--- src/rtl/seg7_scan_display_if.sv ---
// Bundle between the timer (digit source and display sink) and the
// multiplexed 7-segment scan driver.
interface seg7_scan_display_if;
  logic [1:0] hour1;
  logic [3:0] hour0;
  logic [2:0] min1;
  logic [3:0] min0;
  logic       blank_lead;
  logic [3:0] an;
  logic [6:0] seg;
  logic       dp;

  modport master (
    output hour1, hour0, min1, min0, blank_lead,
    input  an, seg, dp
  );

  modport slave (
    input  hour1, hour0, min1, min0, blank_lead,
    output an, seg, dp
  );
endinterface

--- src/rtl/seg7_scan_display.sv ---
// Four-digit common-anode 7-segment scan driver with a per-frame time snapshot,
// 1 Hz blinking colon on the hour0 digit and optional leading-zero blanking.
module seg7_scan_display #(
  parameter int DIGIT_CYCLES    = 50000,
  parameter int HALF_SEC_CYCLES = 25000000
) (
  input logic                clk,
  input logic                rst,
  seg7_scan_display_if.slave disp
);
  localparam int RW = (DIGIT_CYCLES > 1) ? $clog2(DIGIT_CYCLES) : 1;
  localparam int BW = (HALF_SEC_CYCLES > 1) ? $clog2(HALF_SEC_CYCLES) : 1;
  localparam logic [RW-1:0] REFRESH_LAST = RW'(DIGIT_CYCLES - 1);
  localparam logic [BW-1:0] BLINK_LAST   = BW'(HALF_SEC_CYCLES - 1);

  logic [RW-1:0] refresh_q, refresh_d;
  logic [1:0]    idx_q, idx_d;
  logic [BW-1:0] blink_q, blink_d;
  logic          phase_q, phase_d;
  logic [1:0]    snap_h1_q, snap_h1_d;
  logic [3:0]    snap_h0_q, snap_h0_d;
  logic [2:0]    snap_m1_q, snap_m1_d;
  logic [3:0]    snap_m0_q, snap_m0_d;
  logic [3:0]    an_q, an_d;
  logic [6:0]    seg_q, seg_d;
  logic          dp_q, dp_d;

  logic          digit_tick;
  logic          blink_tick;
  logic [3:0]    sel_digit;

  function automatic logic [6:0] decode(input logic [3:0] v);
    case (v)
      4'd0:    decode = 7'b1000000;
      4'd1:    decode = 7'b1111001;
      4'd2:    decode = 7'b0100100;
      4'd3:    decode = 7'b0110000;
      4'd4:    decode = 7'b0011001;
      4'd5:    decode = 7'b0010010;
      4'd6:    decode = 7'b0000010;
      4'd7:    decode = 7'b1111000;
      4'd8:    decode = 7'b0000000;
      4'd9:    decode = 7'b0010000;
      default: decode = 7'b1111111;
    endcase
  endfunction

  always_comb begin
    digit_tick = (refresh_q == REFRESH_LAST);
    blink_tick = (blink_q == BLINK_LAST);

    refresh_d = digit_tick ? '0 : refresh_q + 1'b1;
    idx_d     = digit_tick ? idx_q + 2'd1 : idx_q;
    blink_d   = blink_tick ? '0 : blink_q + 1'b1;
    phase_d   = blink_tick ? ~phase_q : phase_q;

    snap_h1_d = snap_h1_q;
    snap_h0_d = snap_h0_q;
    snap_m1_d = snap_m1_q;
    snap_m0_d = snap_m0_q;
    // Capture the whole time at once on the frame wrap so a frame never mixes two times.
    if (digit_tick && idx_q == 2'd3) begin
      snap_h1_d = disp.hour1;
      snap_h0_d = disp.hour0;
      snap_m1_d = disp.min1;
      snap_m0_d = disp.min0;
    end

    case (idx_q)
      2'd0:    sel_digit = snap_m0_q;
      2'd1:    sel_digit = {1'b0, snap_m1_q};
      2'd2:    sel_digit = snap_h0_q;
      default: sel_digit = {2'b00, snap_h1_q};
    endcase

    an_d = ~(4'b0001 << idx_q);
    if (idx_q == 2'd3 && disp.blank_lead && snap_h1_q == 2'd0) begin
      an_d = 4'b1111;
    end
    seg_d = decode(sel_digit);
    dp_d  = !(idx_q == 2'd2 && phase_q);
  end

  always_ff @(posedge clk or posedge rst) begin
    if (rst) begin
      refresh_q <= '0;
      idx_q     <= 2'd0;
      blink_q   <= '0;
      phase_q   <= 1'b1;
      snap_h1_q <= '0;
      snap_h0_q <= '0;
      snap_m1_q <= '0;
      snap_m0_q <= '0;
      an_q      <= 4'b1111;
      seg_q     <= 7'b1111111;
      dp_q      <= 1'b1;
    end else begin
      refresh_q <= refresh_d;
      idx_q     <= idx_d;
      blink_q   <= blink_d;
      phase_q   <= phase_d;
      snap_h1_q <= snap_h1_d;
      snap_h0_q <= snap_h0_d;
      snap_m1_q <= snap_m1_d;
      snap_m0_q <= snap_m0_d;
      an_q      <= an_d;
      seg_q     <= seg_d;
      dp_q      <= dp_d;
    end
  end

  assign disp.an  = an_q;
  assign disp.seg = seg_q;
  assign disp.dp  = dp_q;
endmodule

--- src/flat_wrapper.sv ---
// flat-port wrapper written by rule: the top's interface ports become plain ports
module seg7_scan_display_flat 
#(
  parameter int DIGIT_CYCLES    = 50000,
  parameter int HALF_SEC_CYCLES = 25000000
)
  (clk, rst, disp_hour1, disp_hour0, disp_min1, disp_min0, disp_blank_lead, disp_an, disp_seg, disp_dp);
  seg7_scan_display_if disp_i ();
  input logic clk;
  input logic rst;
  input wire logic [$bits(disp_i.hour1)-1:0] disp_hour1;
  input wire logic [$bits(disp_i.hour0)-1:0] disp_hour0;
  input wire logic [$bits(disp_i.min1)-1:0] disp_min1;
  input wire logic [$bits(disp_i.min0)-1:0] disp_min0;
  input wire logic [$bits(disp_i.blank_lead)-1:0] disp_blank_lead;
  output wire logic [$bits(disp_i.an)-1:0] disp_an;
  output wire logic [$bits(disp_i.seg)-1:0] disp_seg;
  output wire logic [$bits(disp_i.dp)-1:0] disp_dp;
  assign disp_i.hour1 = disp_hour1;
  assign disp_i.hour0 = disp_hour0;
  assign disp_i.min1 = disp_min1;
  assign disp_i.min0 = disp_min0;
  assign disp_i.blank_lead = disp_blank_lead;
  assign disp_an = disp_i.an;
  assign disp_seg = disp_i.seg;
  assign disp_dp = disp_i.dp;
  seg7_scan_display #(.DIGIT_CYCLES(DIGIT_CYCLES), .HALF_SEC_CYCLES(HALF_SEC_CYCLES)) u_core (.clk(clk), .rst(rst), .disp(disp_i));
endmodule
--- config.mk ---
export PLATFORM = sky130hd
export DESIGN_NAME = seg7_scan_display_flat
export DESIGN_NICKNAME = d
export VERILOG_FILES = /design/src/rtl/seg7_scan_display_if.sv /design/src/rtl/seg7_scan_display.sv /design/src/flat_wrapper.sv
export SDC_FILE = /design/constraint.sdc
export NUM_CORES = 1
export LEC_CHECK = 0
export ABC_AREA = 1
export BUFFER_PORTS_ARGS = -buffer_cell sky130_fd_sc_hd__buf_4
export CAP_MARGIN = 0
export CORE_AREA = 2 2 89 113
export DETAILED_ROUTE_END_ITERATION = 16
export DIE_AREA = 0 0 91 115
export PLACE_DENSITY = 0.64
export SYNTH_ARGS = -nofsm -noshare
export SYNTH_HDL_FRONTEND = slang
export SYNTH_SLANG_ARGS = --single-unit
--- constraint.sdc ---
create_clock -name clk -period 5.4 [get_ports clk]
set_clock_uncertainty 0.05 [all_clocks]
set_input_delay 0.27 -clock clk [delete_from_list [all_inputs] [get_ports clk]]
set_output_delay 0.27 -clock clk [all_outputs]
set_load 0.01 [all_outputs]
# --- Yosys cells after proc, flatten, opt, wreduce, memory -nomap -nowiden ---
# Memories as Yosys holds them, arrays and structs flattened. A register that Yosys moved wholly into a read port is not among the register bits.
# Index checks and enable logic that the tools add are counted.
# Widths: inputs -> output; s select.
word_totals:
  out_inout_bits: 12
  regBits: 62
  n_memories: 1
  input_bits: 16
  mem_bits_ro: 112
  elab_cells: 33
op_classes:
  bitwise_logic: 2
  n_eq_ne: 5
  addsub: 3
  n_reduce_logical: 7
  n_mux: 4
  shift: 1
mem_list:
  columns: ["memory", "depth", "width", "read_ports", "rd_clocked_by_memory_dff", "wr", "line", "rtl"]
  rows:
  - ["(no name shown)", 16, 7, 1, 1, 0, "seg7_scan_display.sv:33", "case (v)"]
op_table:
  columns: ["operator", "count"]
  rows:
  - ["$add 25x1->25 const B", 1]
  - ["$eq 25x25->1 const B", 1]
  - ["$mux 25", 1]
  - ["$add 16x1->16 const B", 1]
  - ["$eq 16x16->1 const B", 1]
  - ["$mux 16", 1]
  - ["$pmux 4 s3", 1]
  - ["$eq 2x2->1 const B", 2]
  - ["$logic_and 1x1->1", 4]
  - ["$logic_not 2->1", 2]
  - ["$mux 4", 1]
  - ["$not 4->4", 1]
  - ["$shl 1x2->4 const A", 1]
  - ["$add 2x1->2 const B", 1]
  - ["$eq 2x1->1 const B", 1]
  - ["$logic_not 1->1", 1]
  - ["$not 1->1", 1]

# --- Logic depth before layout (Yosys ltp) ---
# Gate-level depths: netlist of run 1.
logic_depth:
  depth_word: 4
  depth_mapped: 13
  depth_no_buf: 13

# --- Least setup slack after synthesis of run 1 ---
# Ideal clock, no wire load.
synth_timing:
  kind: "register to register"
  start: "register u_core.idx_q[0]"
  end: "register u_core.seg_q[3], in the netlist u_core.disp.seg[3]"
  n_path_buf: 0
  t_arrival_ps: 1592
  setup_slack_ps: 3676
  period_less_slack_ps: 1724
  setup_ps: 82
  stages_incl_launch_ff: 13
  cell_sequence: "dfrtp_1 -> inv_1 -> ha_1 -> nand2_1 -> nand2_1 -> nor2_1 -> nor2_1 -> inv_1 -> ha_1 -> nand2_1 -> nand2_1 -> nand2_1 -> nand2_1"
synth_via:
  elab_chain_len: 2
  word_cells_on_any_way: 4
  cone_classes: "2 x eq/ne; 1 x mux; 1 x reduce/logical"
synth_lines:
  columns: ["item", "line", "rtl"]
  rows:
  - ["from (decl)", "seg7_scan_display.sv:17", "logic [1:0] idx_q, idx_d;"]
  - ["from (signal assigned)", "seg7_scan_display.sv:99", "idx_q <= idx_d;"]
  - ["$eq 2x2->1, or another cell as far along", "seg7_scan_display.sv:69", "case (idx_q)"]
  - ["$pmux 4 s3 *", "seg7_scan_display.sv:69", null]
  - ["to (decl)", "seg7_scan_display.sv:25", "logic [6:0] seg_q, seg_d;"]
# Every way passes the cells marked *; elsewhere a longest branch is shown, timed or not.
# A chain may end at the register's enable or synchronous reset.

# --- Final worst setup path of run 1 ---
# Ends and elaborated chain as after synthesis.

==> results of run 1 <==
flip-flops by register name, indices dropped and copies added (netlist names):
| signal | flops |
|---|---|
| u_core.blink_q | 25 |
| u_core.refresh_q | 16 |
| u_core.disp.seg | 7 |
| u_core.disp.an | 4 |
| u_core.snap_h0_q | 4 |
| u_core.snap_m0_q | 4 |
| u_core.snap_m1_q | 3 |
| u_core.idx_q | 2 |
| u_core.snap_h1_q | 2 |
| u_core.disp.dp | 1 |
| u_core.phase_q | 1 |
cells by family (layout without fill, tap and decap cells):
kind of cell	after synthesis	in the layout
buffers and inverters	71	112
AO/OA/AOI/OAI	25	25
AND/OR/NAND/NOR	274	274
adder cells (fa/ha/maj)	10	10
flip-flops	69	69
XOR/XNOR	18	18
per-layer routing:
layer,vias to the layer above,track usage (%)
li1,1506,-
met1,1387,19.1
met2,43,27.2
met3,17,3.41
met4,0,6.16
met5,-,0
layout by cell type (no fill, tap or decap), types with 2 or more instances in the layout:
master,n
sky130_fd_sc_hd__clkinv_1,2
sky130_fd_sc_hd__xor2_1,15
sky130_fd_sc_hd__nor2_2,8
sky130_fd_sc_hd__nand2_2,5
sky130_fd_sc_hd__o21ai_2,2
sky130_fd_sc_hd__inv_1,55
sky130_fd_sc_hd__a21oi_1,7
sky130_fd_sc_hd__o21ai_0,8
sky130_fd_sc_hd__nand3_2,7
sky130_fd_sc_hd__nand3_1,25
sky130_fd_sc_hd__dfrtp_1,56
sky130_fd_sc_hd__nor2_1,68
sky130_fd_sc_hd__clkinv_4,2
sky130_fd_sc_hd__nor3_1,7
sky130_fd_sc_hd__buf_4,28
sky130_fd_sc_hd__nand2_4,2
sky130_fd_sc_hd__clkbuf_16,9
sky130_fd_sc_hd__nand2_1,138
sky130_fd_sc_hd__clkinv_2,2
sky130_fd_sc_hd__ha_1,10
sky130_fd_sc_hd__dfstp_2,13
sky130_fd_sc_hd__nand4_1,7
sky130_fd_sc_hd__inv_2,9
sky130_fd_sc_hd__nor2_4,5
sky130_fd_sc_hd__clkinvlp_4,3
sky130_fd_sc_hd__xnor2_1,3
sky130_fd_sc_hd__o21ai_1,7
cells in the mapped netlist:
cell,number
sky130_fd_sc_hd__o21ai_2,2
sky130_fd_sc_hd__a21oi_1,7
sky130_fd_sc_hd__o21ai_1,7
sky130_fd_sc_hd__and3_1,1
sky130_fd_sc_hd__clkinv_1,2
sky130_fd_sc_hd__dfstp_2,13
sky130_fd_sc_hd__ha_1,10
sky130_fd_sc_hd__o21ai_0,8
sky130_fd_sc_hd__nor3_4,1
sky130_fd_sc_hd__nand4_1,7
sky130_fd_sc_hd__dfrtp_1,56
sky130_fd_sc_hd__nand2_4,2
sky130_fd_sc_hd__o22ai_1,1
sky130_fd_sc_hd__nor2_2,8
sky130_fd_sc_hd__inv_2,8
sky130_fd_sc_hd__clkinv_4,1
sky130_fd_sc_hd__xnor2_1,3
sky130_fd_sc_hd__nand2_1,138
sky130_fd_sc_hd__nor2_1,68
sky130_fd_sc_hd__nand3_1,25
sky130_fd_sc_hd__inv_1,56
sky130_fd_sc_hd__xor2_1,15
sky130_fd_sc_hd__nor3_1,7
sky130_fd_sc_hd__inv_6,1
sky130_fd_sc_hd__nand3_2,7
sky130_fd_sc_hd__buf_2,2
sky130_fd_sc_hd__nand2_2,5
sky130_fd_sc_hd__nor2_4,5
sky130_fd_sc_hd__buf_12,1
worst paths after layout:
check	to	slack, ps	cells past startpoint
min	u_core.snap_m1_q[0]	120	3
min in group asynchronous	u_core.snap_h0_q[2]	160	3
min reg2reg	u_core.disp.dp	410	1
max reg2reg	u_core.disp.seg[3]	3460	12
max in group asynchronous	u_core.refresh_q[6]	4600	3
max	u_core.disp.seg[3]	3460	12
area by class of cell:
type | count | area, sq um | share of cell area [%]
flip-flops and latches | 69 | 1740 | 40.6
multi-input cells | 327 | 1650 | 38.4
inverters | 68 | 265 | 6.18
clock buffers | 10 | 229 | 5.33
repair buffers | 28 | 210 | 4.90
well taps | 126 | 158 | 3.67
clock inverters | 6 | 41.3 | 0.962
per-stage QoR:
step	power [mW]	cells	instance area [sq um]	hold slack [ps]
after floorplan	0.534	467	3680	330
final	1.07	634	4290	118
after global placement	0.546	618	4020	397
after global routing	1.11	634	4290	117
after detailed placement	0.547	618	4020	397
after CTS	1.08	634	4290	113
tightest hold or removal path: stages:
cell and delay (ps):
sky130_fd_sc_hd__buf_4 80, sky130_fd_sc_hd__nand3_2 60, sky130_fd_sc_hd__nand2_1 50
report_power, final:
group	leakage [nW]	switching, mW	internal, mW	total (mW)
logic	1.08	0.0114	0.00732	0.0187
registers	0.822	0	0.518	0.518
clock network	0.124	0.224	0.310	0.534
==> out/summary.md, run 1 <==
- **run status** finished clean
- **final hold violations** 0
- **fraction of the yosys area taken by sequential cells** 47.3%
- **CP Capture Type** flop
- **CP most frequent cell** sky130_fd_sc_hd__nand2_1
- **CP startpoint kind** flop
- **ordered cell list for the critical path** inv_1 > ha_1 > nand2_1 > nand2_1 > nor2_1 > nor2_1 > inv_1 > ha_1 > nand2_1 > nand2_1 > nand2_1 > nand2_1
- **number of iterations in the first detailed-routing pass** 4
- **Required @ worst endpoint** 5590 ps
- **post-cts resize count** 0
- **count of routing violations after the opening detailed-route iteration** 126
- **number of clock sinks** 69
- **top cell family by delay on the critical path** adder cells
- **CTS Root Buffer Type** sky130_fd_sc_hd__clkbuf_16
- **total detailed-routing wirelength** 7520 microns
- **total of flip-flops plus latches after synthesis** 69
- **total via count in the routed design** 2953
- **worst skew pair latency** 330 ps
- **post-synthesis adder-cell area fraction** 3.40%
- **launch instance of the worst min-delay path** disp_min1[0]
- **routability congestion estimate** 0.940
- **RSZ-0062 raised after global routing** no
- **final routed wire length divided by cell count** 11.9 microns
- **post-synth design cell area** 3680 sq um
- **met3 routed WL** 163 microns
- **std cell rows** 40
- **leakage dissipation** 2.02 nW
- **transition time of the tightest slew-check pin** 838 ps
- **H-Tree Depth** 3
- **wire length on met2** 3800 microns
- **final count of pins violating max slew** 0
- **number of setup violations in the final report** 0
- **filler cell count** 961
- **vias in the first global route** 2982
- **Layout Utilization** 45.6%
- **core footprint** 9410 sq um
- **post-synthesis xor/xnor area fraction** 4.28%
- **count of buffers added by post-CTS timing repair for setup** 0
- **DRC viols** 0
- **synthesized-area fraction occupied by and/or/nand/nor cells** 33.4%
- **Post-Place Setup Slack** 3480 ps
- **area share of the leading cell type in the synthesized netlist** 38.0%
- **first-pass GRT wire length** 13300 microns
- **count of nets left with antenna violations after detail routing** 0
- **multiplexer area fraction after synthesis** 0%
- **mean instance size in the synthesized netlist** 7.89 sq um
- **Met1 Wirelength** 3390 microns
- **Area contributors post-synth** sky130_fd_sc_hd__dfrtp_1 (38%), sky130_fd_sc_hd__nand2_1 (14%), sky130_fd_sc_hd__dfstp_2 (9.3%)
- **post-synthesis compound-gate area fraction** 3.63%
- **Worst Path Class, Setup** reg -> reg
- **largest stage delay on the critical path** 420 ps
- **count of boundary I/O pins** 28
- **beginning of the worst register-to-register path** u_core.idx_q[0]
- **fin nets** 529
- **Hold WC Path Type** in -> reg
- **sum of negative setup slack** 0 ps
- **diodes inserted** 0
- **pwr/cell area** 249 nW/um^2
- **combinational family with the most area after synthesis** simple AND/OR/NAND/NOR gates
- **die outline height** 115 microns
- **total gr overflow** 0
- **worst path arrival time** 2140 ps
- **die area** 10500 sq um
- **number of buffers created by CTS** 9
- **fraction of layout cells with a size suffix above 1** 19.1%
- **horizontal die dimension** 91 microns
- **distinct cell type count of the synthesized netlist** 29
- **starting density of the core** 39.2%
- **clock edge transition at the registers on the reported setup and hold paths** 60 ps
- **buffer levels on the longest clock path** 2
- **max layer used** met4
- **max-cap violations** 0
- **Max FO, Critical Path** 5
- **GR Util All Layers** 15.7%
- **Net Count, Synth** 493
- **number of buffer and inverter stages on the critical path** 2
- **maximum number of pins on one net before global-route repair** 70
- **antenna violations before repair** 0
- **sum of net half-perimeters after detailed placement** 5520 microns
- **Critical Path Start** u_core.idx_q[0]
- **Highest Clock Rate** 0.515 GHz
- **number of standard cells after synthesis** 467
- **cell with the largest stage delay on the worst path** sky130_fd_sc_hd__dfrtp_1
- **routed via count divided by cell count** 4.66
- **peak ir drop on the vdd network** 0.188 mV
- **Area growth, synth to finish** 16.5%
- **library cell occupying the most area in the post-synthesis netlist** sky130_fd_sc_hd__dfrtp_1
- **synthesis warning total** 0
- **final setup margin** 3460 ps
- **worst rel slew slack** 44.1%
- **count of buffers inserted at the top-level ports** 27
- **number of hold buffers added after cts** 0
- **portion of the clock cycle consumed by the worst path in the final layout** 36.0%
- **min Tclk post-route** 1940 ps
- **TritonCTS clock tree** yes
No activity file was read; power rests on OpenSTA's default activity.
==> run 2: changes to the inputs <==
Settings changed: ABC_AREA 1 to 0, CORE_AREA 2 2 89 113 to 2 2 84 106, DIE_AREA 0 0 91 115 to 0 0 86 108, PLACE_DENSITY 0.64 to 0.67.
Clock period 5.4 ns to 1.75 ns, I/O delays scaled along.
==> run 2 against run 1 <==
Against the previous run:
- the run now ends with negative setup slack left
- core utilization rose by 14 points
- sequential power rose to 3.2 times the previous value
- global-route usage rose by 2.0 points
- critical path type unchanged
- critical endpoint is now u_core.snap_m0_q[2]
- largest cell class is now multi-input combinational cells
==> out/summary.md, run 2 <==
- **worst skew pair latency** 350 ps, was 330 ps
- **worst rel slew slack** 64.6%, was 44.1%
- **routed via count divided by cell count** 5.23, was 4.66
- **Switch Pwr** 0.714 mW, was 0.235 mW
- **DRC viols** 0, unchanged
- **Met1 Wirelength** 3270 microns, was 3390 microns
- **number of setup violations in the final report** 31, was 0
- **RSZ-0062 raised after global routing** yes, was no
- **GR Util All Layers** 17.6%, was 15.7%
- **min Tclk post-route** 2000 ps, was 1940 ps
- **count of buffers inserted at the top-level ports** 27, unchanged
- **count of routing violations after the opening detailed-route iteration** 145, was 126
- **synthesis warning total** 0, unchanged
- **number of clock sinks** 69, unchanged
- **max-cap violations** 0, unchanged
- **EDFF count, synth** 0, unchanged
- **CP startpoint kind** flop, unchanged
- **share of power burned in registers** 51.8%, was 48.4%
- **horizontal die dimension** 86 microns, was 91 microns
- **ordered cell list for the critical path** or4b_4 > nor4_4 > nand2_2 > buf_12 > mux2_4, was inv_1 > ha_1 > nand2_1 > nand2_1 > nor2_1 > nor2_1 > inv_1 > ha_1 > nand2_1 > nand2_1 > nand2_1 > nand2_1
- **die area** 9290 sq um, was 10500 sq um
- **CTS Root Buffer Type** sky130_fd_sc_hd__clkbuf_8, was sky130_fd_sc_hd__clkbuf_16
- **Hold WC Path Type** in -> async, was in -> reg
- **commonest cells in the synthesized netlist** sky130_fd_sc_hd__dfrtp_1 (56), sky130_fd_sc_hd__nand2_1 (19), sky130_fd_sc_hd__nor2_1 (19), was sky130_fd_sc_hd__nand2_1 (138), sky130_fd_sc_hd__nor2_1 (68), sky130_fd_sc_hd__dfrtp_1 (56), sky130_fd_sc_hd__inv_1 (56), sky130_fd_sc_hd__nand3_1 (25)
- **leakage dissipation** 2.26 nW, was 2.02 nW
- **H-Tree Depth** 3, unchanged
- **Max FO, Critical Path** 13, was 5
- **Clock Power Share** 39.8%, was 49.9%
- **Comb pwr share** 8.4%, was 1.8%
- **post-synth design cell area** 3260 sq um, was 3680 sq um
- **final setup margin** -247 ps, was 3460 ps
- **Critical Path Start** u_core.refresh_q[7], was u_core.idx_q[0]
- **core footprint** 8190 sq um, was 9410 sq um
- **internal power consumption** 2.47 mW, was 0.835 mW
- **fraction of layout cells with a size suffix above 1** 47.1%, was 19.1%
- **diodes inserted** 0, unchanged
- **number of buffers created by CTS** 9, unchanged
- **CP Capture Type** flop, unchanged
- **total detailed-routing wirelength** 7900 microns, was 7520 microns
- **die outline height** 108 microns, was 115 microns
- **met3 routed WL** 203 microns, was 163 microns
- **cell area after placement** 4050 sq um, was 4020 sq um
- **sum of negative setup slack** -4550 ps, was 0 ps
- **sum of net half-perimeters after detailed placement** 4780 microns, was 5520 microns
- **antenna violations before repair** 0, unchanged
- **total via count in the routed design** 2691, was 2953
- **final standard cell count with taps included and fillers excluded** 515, was 634
- **final hold violations** 0, unchanged
- **Area growth, synth to finish** 48.8%, was 16.5%
- **routability congestion estimate** 0.807, was 0.940
- **Required @ worst endpoint** 1930 ps, was 5590 ps
- **std cell rows** 37, was 40
- **first-pass GRT wire length** 12600 microns, was 13300 microns
- **Reg-to-Reg End** u_core.snap_m0_q[2], was u_core.disp.seg[3]
- **pwr/cell area** 656 nW/um^2, was 249 nW/um^2
- **distinct cell type count of the synthesized netlist** 43, was 29
- **Net Count, Synth** 316, was 493
- **run status** complete, but fails checks, was finished clean
- **number of placed instances, taps included** 465, was 618
- **clock edge transition at the registers on the reported setup and hold paths** 70 ps, was 60 ps
- **library cell occupying the most area in the post-synthesis netlist** sky130_fd_sc_hd__dfrtp_1, unchanged
- **worst path arrival time** 2170 ps, was 2140 ps
- **total of flip-flops plus latches after synthesis** 69, unchanged
- **predominant post-synthesis flop cell** sky130_fd_sc_hd__dfrtp_1, unchanged
- **number of iterations in the first detailed-routing pass** 6, was 4
- **total gr overflow** 0, unchanged
- **starting density of the core** 39.8%, was 39.2%
- **portion of the clock cycle consumed by the worst path in the final layout** 114%, was 36.0%
- **final count of pins violating max slew** 0, unchanged
- **flip-flop count of the largest register after layout** 25, unchanged
- **peak ir drop on the vdd network** 0.484 mV, was 0.188 mV
- **wire length on met2** 4260 microns, was 3800 microns
- **mean instance size in the synthesized netlist** 11.2 sq um, was 7.89 sq um
- **vias in the first global route** 2674, was 2982
- **Post-synth ARST share** 100%, unchanged
- **final routed wire length divided by cell count** 15.3 microns, was 11.9 microns
- **area share of the leading cell type in the synthesized netlist** 43.0%, was 38.0%
- **maximum number of pins on one net before global-route repair** 39, was 70
- **Highest Clock Rate** 0.501 GHz, was 0.515 GHz
- **most frequently used cell type in the post-synthesis netlist** sky130_fd_sc_hd__dfrtp_1, was sky130_fd_sc_hd__nand2_1
- **fin nets** 439, was 529
- **filler cell count** 625, was 961
- **TritonCTS clock tree** yes, unchanged
- **largest stage delay on the critical path** 550 ps, was 420 ps
- **Worst Path Class, Setup** reg -> reg, unchanged
- **leading cell type in the layout, fill and taps excluded** sky130_fd_sc_hd__buf_4, was sky130_fd_sc_hd__nand2_1
- **beginning of the worst register-to-register path** u_core.refresh_q[7], was u_core.idx_q[0]
- **highest-count cells in the layout ignoring fill and taps** sky130_fd_sc_hd__buf_4 (88), sky130_fd_sc_hd__dfrtp_1 (56), sky130_fd_sc_hd__nand2_1 (16), sky130_fd_sc_hd__xor2_1 (16), was sky130_fd_sc_hd__nand2_1 (138), sky130_fd_sc_hd__nor2_1 (68), sky130_fd_sc_hd__dfrtp_1 (56), sky130_fd_sc_hd__inv_1 (55), sky130_fd_sc_hd__buf_4 (28)
- **R2R Setup Slk** -250 ps, was 3460 ps
- **fraction of the yosys area taken by sequential cells** 53.5%, was 47.3%
- **count of nets left with antenna violations after detail routing** 0, unchanged
- **number of standard cells after synthesis** 290, was 467
- **transition time of the tightest slew-check pin** 530 ps, was 838 ps
- **Area contributors post-synth** sky130_fd_sc_hd__dfrtp_1 (43%), sky130_fd_sc_hd__dfstp_2 (10%), sky130_fd_sc_hd__mux2_4 (4.6%), was sky130_fd_sc_hd__dfrtp_1 (38%), sky130_fd_sc_hd__nand2_1 (14%), sky130_fd_sc_hd__dfstp_2 (9.3%)
- **cell with the largest stage delay on the worst path** sky130_fd_sc_hd__or4b_4, was sky130_fd_sc_hd__dfrtp_1
- **register with the highest flop count** u_core.blink_q, unchanged
- **fraction of power spent switching nets** 22.4%, was 22.0%
- **Worst Reg-to-Reg Cells** 5, was 12
- **count of boundary I/O pins** 28, unchanged
- **total non-filler cell area in the finished layout** 4850 sq um, was 4290 sq um
- **violated checks** negative setup slack
- **max layer used** met4, unchanged
- **buffer levels on the longest clock path** 2, unchanged
==> run 2: cell types whose count changed after synthesis, moves of 8 or more <==
cell	previous run	this run
sky130_fd_sc_hd__inv_1	56	16
sky130_fd_sc_hd__a21oi_1	7	15
sky130_fd_sc_hd__nor2_2	8	0
sky130_fd_sc_hd__o31ai_1	0	8
sky130_fd_sc_hd__inv_2	8	0
sky130_fd_sc_hd__nand2_1	138	19
sky130_fd_sc_hd__mux2_4	0	10
sky130_fd_sc_hd__nand3_1	25	13
sky130_fd_sc_hd__nor2_1	68	19
==> run 2: final cells by class <==
type,count,area [sq um],share of cell area [%]
clock buffers,11,141,2.91
clock inverters,5,50.0,1.03
inverters,16,63.8,1.31
multi-input cells,200,1750,36.1
flip-flops and latches,69,1740,35.9
well taps,97,121,2.50
repair buffers,117,983,20.3
==> run 2: power by group through the flow <==
stage          combinational [mW]  clock, mW  sequential, mW
2_1_floorplan              0.0849          0            1.68
3_3_place_gp                0.183          0            1.68
3_5_place_dp                0.187          0            1.68
4_1_cts                     0.246       1.29            1.65
5_1_grt                     0.287       1.39            1.65
6_report                    0.266       1.27            1.65
==> run 2: worst max-delay path by stage <==
stage | end | slack (ps) | cells after the start
after floorplan | u_core.snap_h0_q[0] | -260 | 5
after global placement | u_core.snap_m1_q[0] | -220 | 5
after detailed placement | u_core.snap_m0_q[0] | -250 | 5
after CTS | u_core.snap_h1_q[1] | -240 | 5
after global routing | u_core.snap_m0_q[2] | -310 | 5
final | u_core.snap_m0_q[2] | -250 | 5
==> run 2: per-layer routing <==
| layer | up-vias | track usage [%] |
|---|---|---|
| met5 | - | 0 |
| met4 | 0 | 9.18 |
| met3 | 12 | 3.44 |
| met2 | 46 | 29.3 |
| met1 | 1348 | 21.6 |
| li1 | 1285 | - |
==> run 2: cell families after synthesis <==
| logic type | Yosys count | share of synthesized area (%) |
|---|---|---|
| mux | 13 | 5.64 |
| compound gates | 47 | 9.29 |
| flops | 69 | 53.5 |
| xor+xnor | 26 | 6.98 |
| simple gates | 104 | 18.1 |
| fa+ha+maj | 10 | 3.84 |
| buf+inv | 21 | 2.69 |
==> run 2: what timing repair did <==
item / in CTS / in global routing
buffers inserted: 9 / 11
endpoints found under the setup margin: 24 / 43
pin swaps: 17 / 23
gates cloned: 0 / 1
resized for setup: 33 / 36
hold buffers: 15 / 0
hold endpoints to repair: 33 / 0
==> run 2: worst max-delay path: cells and delay by family, from the launching register on <==
kind | cells | cell delay, ps
and+or+nand+nor | 3 | 1000
DFF | 1 | 370
muxes | 1 | 300
buffers and inverters | 1 | 160
==> run 2: per-stage QoR <==
step                setup slack, ps  hold WS, ps  total power, mW  utilization (%)
CTS                            -241          294             3.19             56.4
finish                         -247          297             3.18             59.2
global route                   -311          332             3.33             59.2
detailed placement             -248          114             1.86             49.4
global placement               -222          110             1.86             49.4
floorplan                      -264          131             1.77                -
==> run 3: changes to the inputs <==
Settings changed: CORE_AREA 2 2 84 106 to 2 2 74 93, DIE_AREA 0 0 86 108 to 0 0 76 95, PLACE_DENSITY 0.67 to 0.81.
==> run 3 against run 2 <==
Against the previous run:
- the run still ends with negative setup slack left
- first-iteration DRC count rose by 26%
- final area is 3.1% higher
- total power grew 3.7%
- sequential power about the same
- via count up 14%
- non-clock buffer count up 7
- hold slack worse by 130 ps
- worst setup slack lost 150 ps
- sequential cell count unchanged
- final cell count fell by 0.58%
- register-to-register slack got worse by 150 ps
==> out/summary.md, run 3 (synthesis results as in run 2) <==
- **Max FO, Critical Path** 6, was 13
- **final count of pins violating max slew** 0, unchanged
- **final standard cell count with taps included and fillers excluded** 512, was 515
- **cell with the largest stage delay on the worst path** sky130_fd_sc_hd__or4bb_4, was sky130_fd_sc_hd__or4b_4
- **total gr overflow** 0, unchanged
- **Worst Path Class, Setup** reg -> reg, unchanged
- **worst rel slew slack** 66.7%, was 64.6%
- **fraction of layout cells with a size suffix above 1** 52.2%, was 47.1%
- **violated checks** negative setup slack, unchanged
- **die outline height** 95 microns, was 108 microns
- **Area growth, synth to finish** 53.5%, was 48.8%
- **min Tclk post-route** 2140 ps, was 2000 ps
- **fin nets** 446, was 439
- **horizontal die dimension** 76 microns, was 86 microns
- **final setup margin** -393 ps, was -247 ps
- **DRC viols** 0, unchanged
- **Levels on crit path** 5, unchanged
- **first-pass GRT wire length** 15400 microns, was 12600 microns
- **number of buffer and inverter stages on the critical path** 1, unchanged
- **TritonCTS clock tree** yes, unchanged
- **count of nets left with antenna violations after detail routing** 0, unchanged
- **register with the highest flop count** u_core.blink_q, unchanged
- **vias in the first global route** 3130, was 2674
- **total via count in the routed design** 3068, was 2691
- **starting density of the core** 50.9%, was 39.8%
- **core footprint** 6400 sq um, was 8190 sq um
- **Highest Clock Rate** 0.467 GHz, was 0.501 GHz
- **WHS** 165 ps, was 297 ps
- **diodes inserted** 0, unchanged
- **highest-count cells in the layout ignoring fill and taps** sky130_fd_sc_hd__buf_4 (90), sky130_fd_sc_hd__dfrtp_1 (53), sky130_fd_sc_hd__nand2_1 (17), sky130_fd_sc_hd__xor2_1 (16), was sky130_fd_sc_hd__buf_4 (88), sky130_fd_sc_hd__dfrtp_1 (56), sky130_fd_sc_hd__nand2_1 (16), sky130_fd_sc_hd__xor2_1 (16)
- **Worst Reg-to-Reg Cells** 5, unchanged
- **Layout Utilization** 78.2%, was 59.2%
- **Required @ worst endpoint** 1950 ps, was 1930 ps
- **number of setup violations in the final report** 38, was 31
- **CTS Root Buffer Type** sky130_fd_sc_hd__clkbuf_8, unchanged
- **final hold violations** 0, unchanged
- **final routed wire length divided by cell count** 22.5 microns, was 15.3 microns
- **count of boundary I/O pins** 28, unchanged
- **maximum number of pins on one net before global-route repair** 42, was 39
- **ordered cell list for the critical path** or4bb_4 > nor4_4 > nand2_2 > buf_6 > mux2_4, was or4b_4 > nor4_4 > nand2_2 > buf_12 > mux2_4
- **leading cell type in the layout, fill and taps excluded** sky130_fd_sc_hd__buf_4, unchanged
- **number of iterations in the first detailed-routing pass** 4, was 6
- **flip-flop count of the largest register after layout** 25, unchanged
- **worst skew pair latency** 360 ps, was 350 ps
- **Tot Pwr** 3.30 mW, was 3.18 mW
- **count of routing violations after the opening detailed-route iteration** 182, was 145
- **sum of negative setup slack** -9510 ps, was -4550 ps
- **antenna violations before repair** 0, unchanged
- **run status** complete, but fails checks, unchanged
- **top cell family by delay on the critical path** simple AND/OR/NAND/NOR gates, unchanged
- **H-Tree Depth** 3, unchanged
- **sum of net half-perimeters after detailed placement** 5330 microns, was 4780 microns
- **die area** 7220 sq um, was 9290 sq um
- **pwr/cell area** 659 nW/um^2, was 656 nW/um^2
- **combined area of the multi-input logic cells** 1820 sq um, was 1750 sq um
- **RSZ-0062 raised after global routing** yes, unchanged
- **CP startpoint kind** flop, unchanged
- **routability congestion estimate** 0.792, was 0.807
- **buffer levels on the longest clock path** 2, unchanged
- **routed via count divided by cell count** 5.99, was 5.23
- **count of buffers inserted at the top-level ports** 27, unchanged
- **std cell rows** 33, was 37
- **filler cell count** 348, was 625
- **worst path arrival time** 2350 ps, was 2170 ps
- **leakage dissipation** 2.35 nW, was 2.26 nW
- **clock edge transition at the registers on the reported setup and hold paths** 90 ps, was 70 ps
- **total detailed-routing wirelength** 11500 microns, was 7900 microns
- **largest stage delay on the critical path** 560 ps, was 550 ps
- **peak ir drop on the vdd network** 0.663 mV, was 0.484 mV
- **transition time of the tightest slew-check pin** 495 ps, was 530 ps
- **area taken by flip-flops and latches** 1750 sq um, was 1740 sq um
- **CP Capture Type** flop, unchanged
- **portion of the clock cycle consumed by the worst path in the final layout** 122%, was 114%
- **number of placed instances, taps included** 452, was 465
- **Hold WC Path Type** in -> async, unchanged
- **max-cap violations** 0, unchanged
- **GR Util All Layers** 28.5%, was 17.6%
- **number of buffers created by CTS** 9, unchanged
- **number of clock sinks** 69, unchanged
run 3: cell count changes in the layout (fill, tap and decap cells not counted), sizes merged:
cell / previous run / this run
buf: 102 / 109
clkinvlp: 1 / 4
clkbuf: 11 / 10
clkinv: 4 / 2
run 3: final timing paths:
check / startpoint / end / slack [ps]
hold reg to reg: u_core.phase_q / u_core.disp.dp / 420
max in group asynchronous: rst / u_core.disp.seg[4] / 900
setup / recovery: u_core.refresh_q[4] / u_core.snap_m1_q[1] / -390
setup reg to reg: u_core.refresh_q[4] / u_core.snap_m1_q[1] / -390
min in group clk: u_core.phase_q / u_core.disp.dp / 420
hold / removal: rst / u_core.refresh_q[3] / 160
run 3: where the power goes:
part           leakage [nW]  internal (mW)  switching (mW)
registers             0.855           1.63          0.0220
clock network        0.0943          0.692           0.673
logic                  1.41          0.146           0.134
total                  2.35           2.47           0.830
run 3: metrics by stage:
step | instance area, sq um | setup slack, ps
after floorplan | 3310 | -264
after global placement | 4000 | -229
after detailed placement | 4000 | -290
after CTS | 4660 | -283
after global routing | 5000 | -400
final | 5000 | -393
run 3: what timing repair did:
item	in CTS	in global routing
cloned	0	1
endpoints found under the setup margin	35	46
resized for setup	44	59
hold endpoints to repair	72	0
setup buffers	15	15
hold buffers	15	0
pin swaps	19	28
run 3: area by class of cell:
| type | instances | area share, % |
|---|---|---|
| clock buffers | 10 | 2.75 |
| repair buffers | 124 | 21.3 |
| flip-flops and latches | 69 | 34.9 |
| multi-input cells | 200 | 36.3 |
| inverters | 16 | 1.38 |
| well taps | 87 | 2.17 |
| clock inverters | 6 | 1.25 |
run 3: worst reg2reg max path, delay by kind of cell (launching register included):
kind                   cells  cell delay (ps)
buffers and inverters      1              180
flip-flops                 1              390
multiplexers               1              320
AND/OR/NAND/NOR            3             1100
run 3: per-layer routing:
metal / vias to the layer above / routed length [microns] / GRT usage (%) / share of wire, %
li1: 1300 / - / - / -
met1: 1525 / 3890 / 27.7 / 34
met2: 167 / 6200 / 52.0 / 54
met3: 76 / 575 / 7.93 / 5.0
met4: 0 / 829 / 21.4 / 7.2
met5: - / 0 / 0 / 0
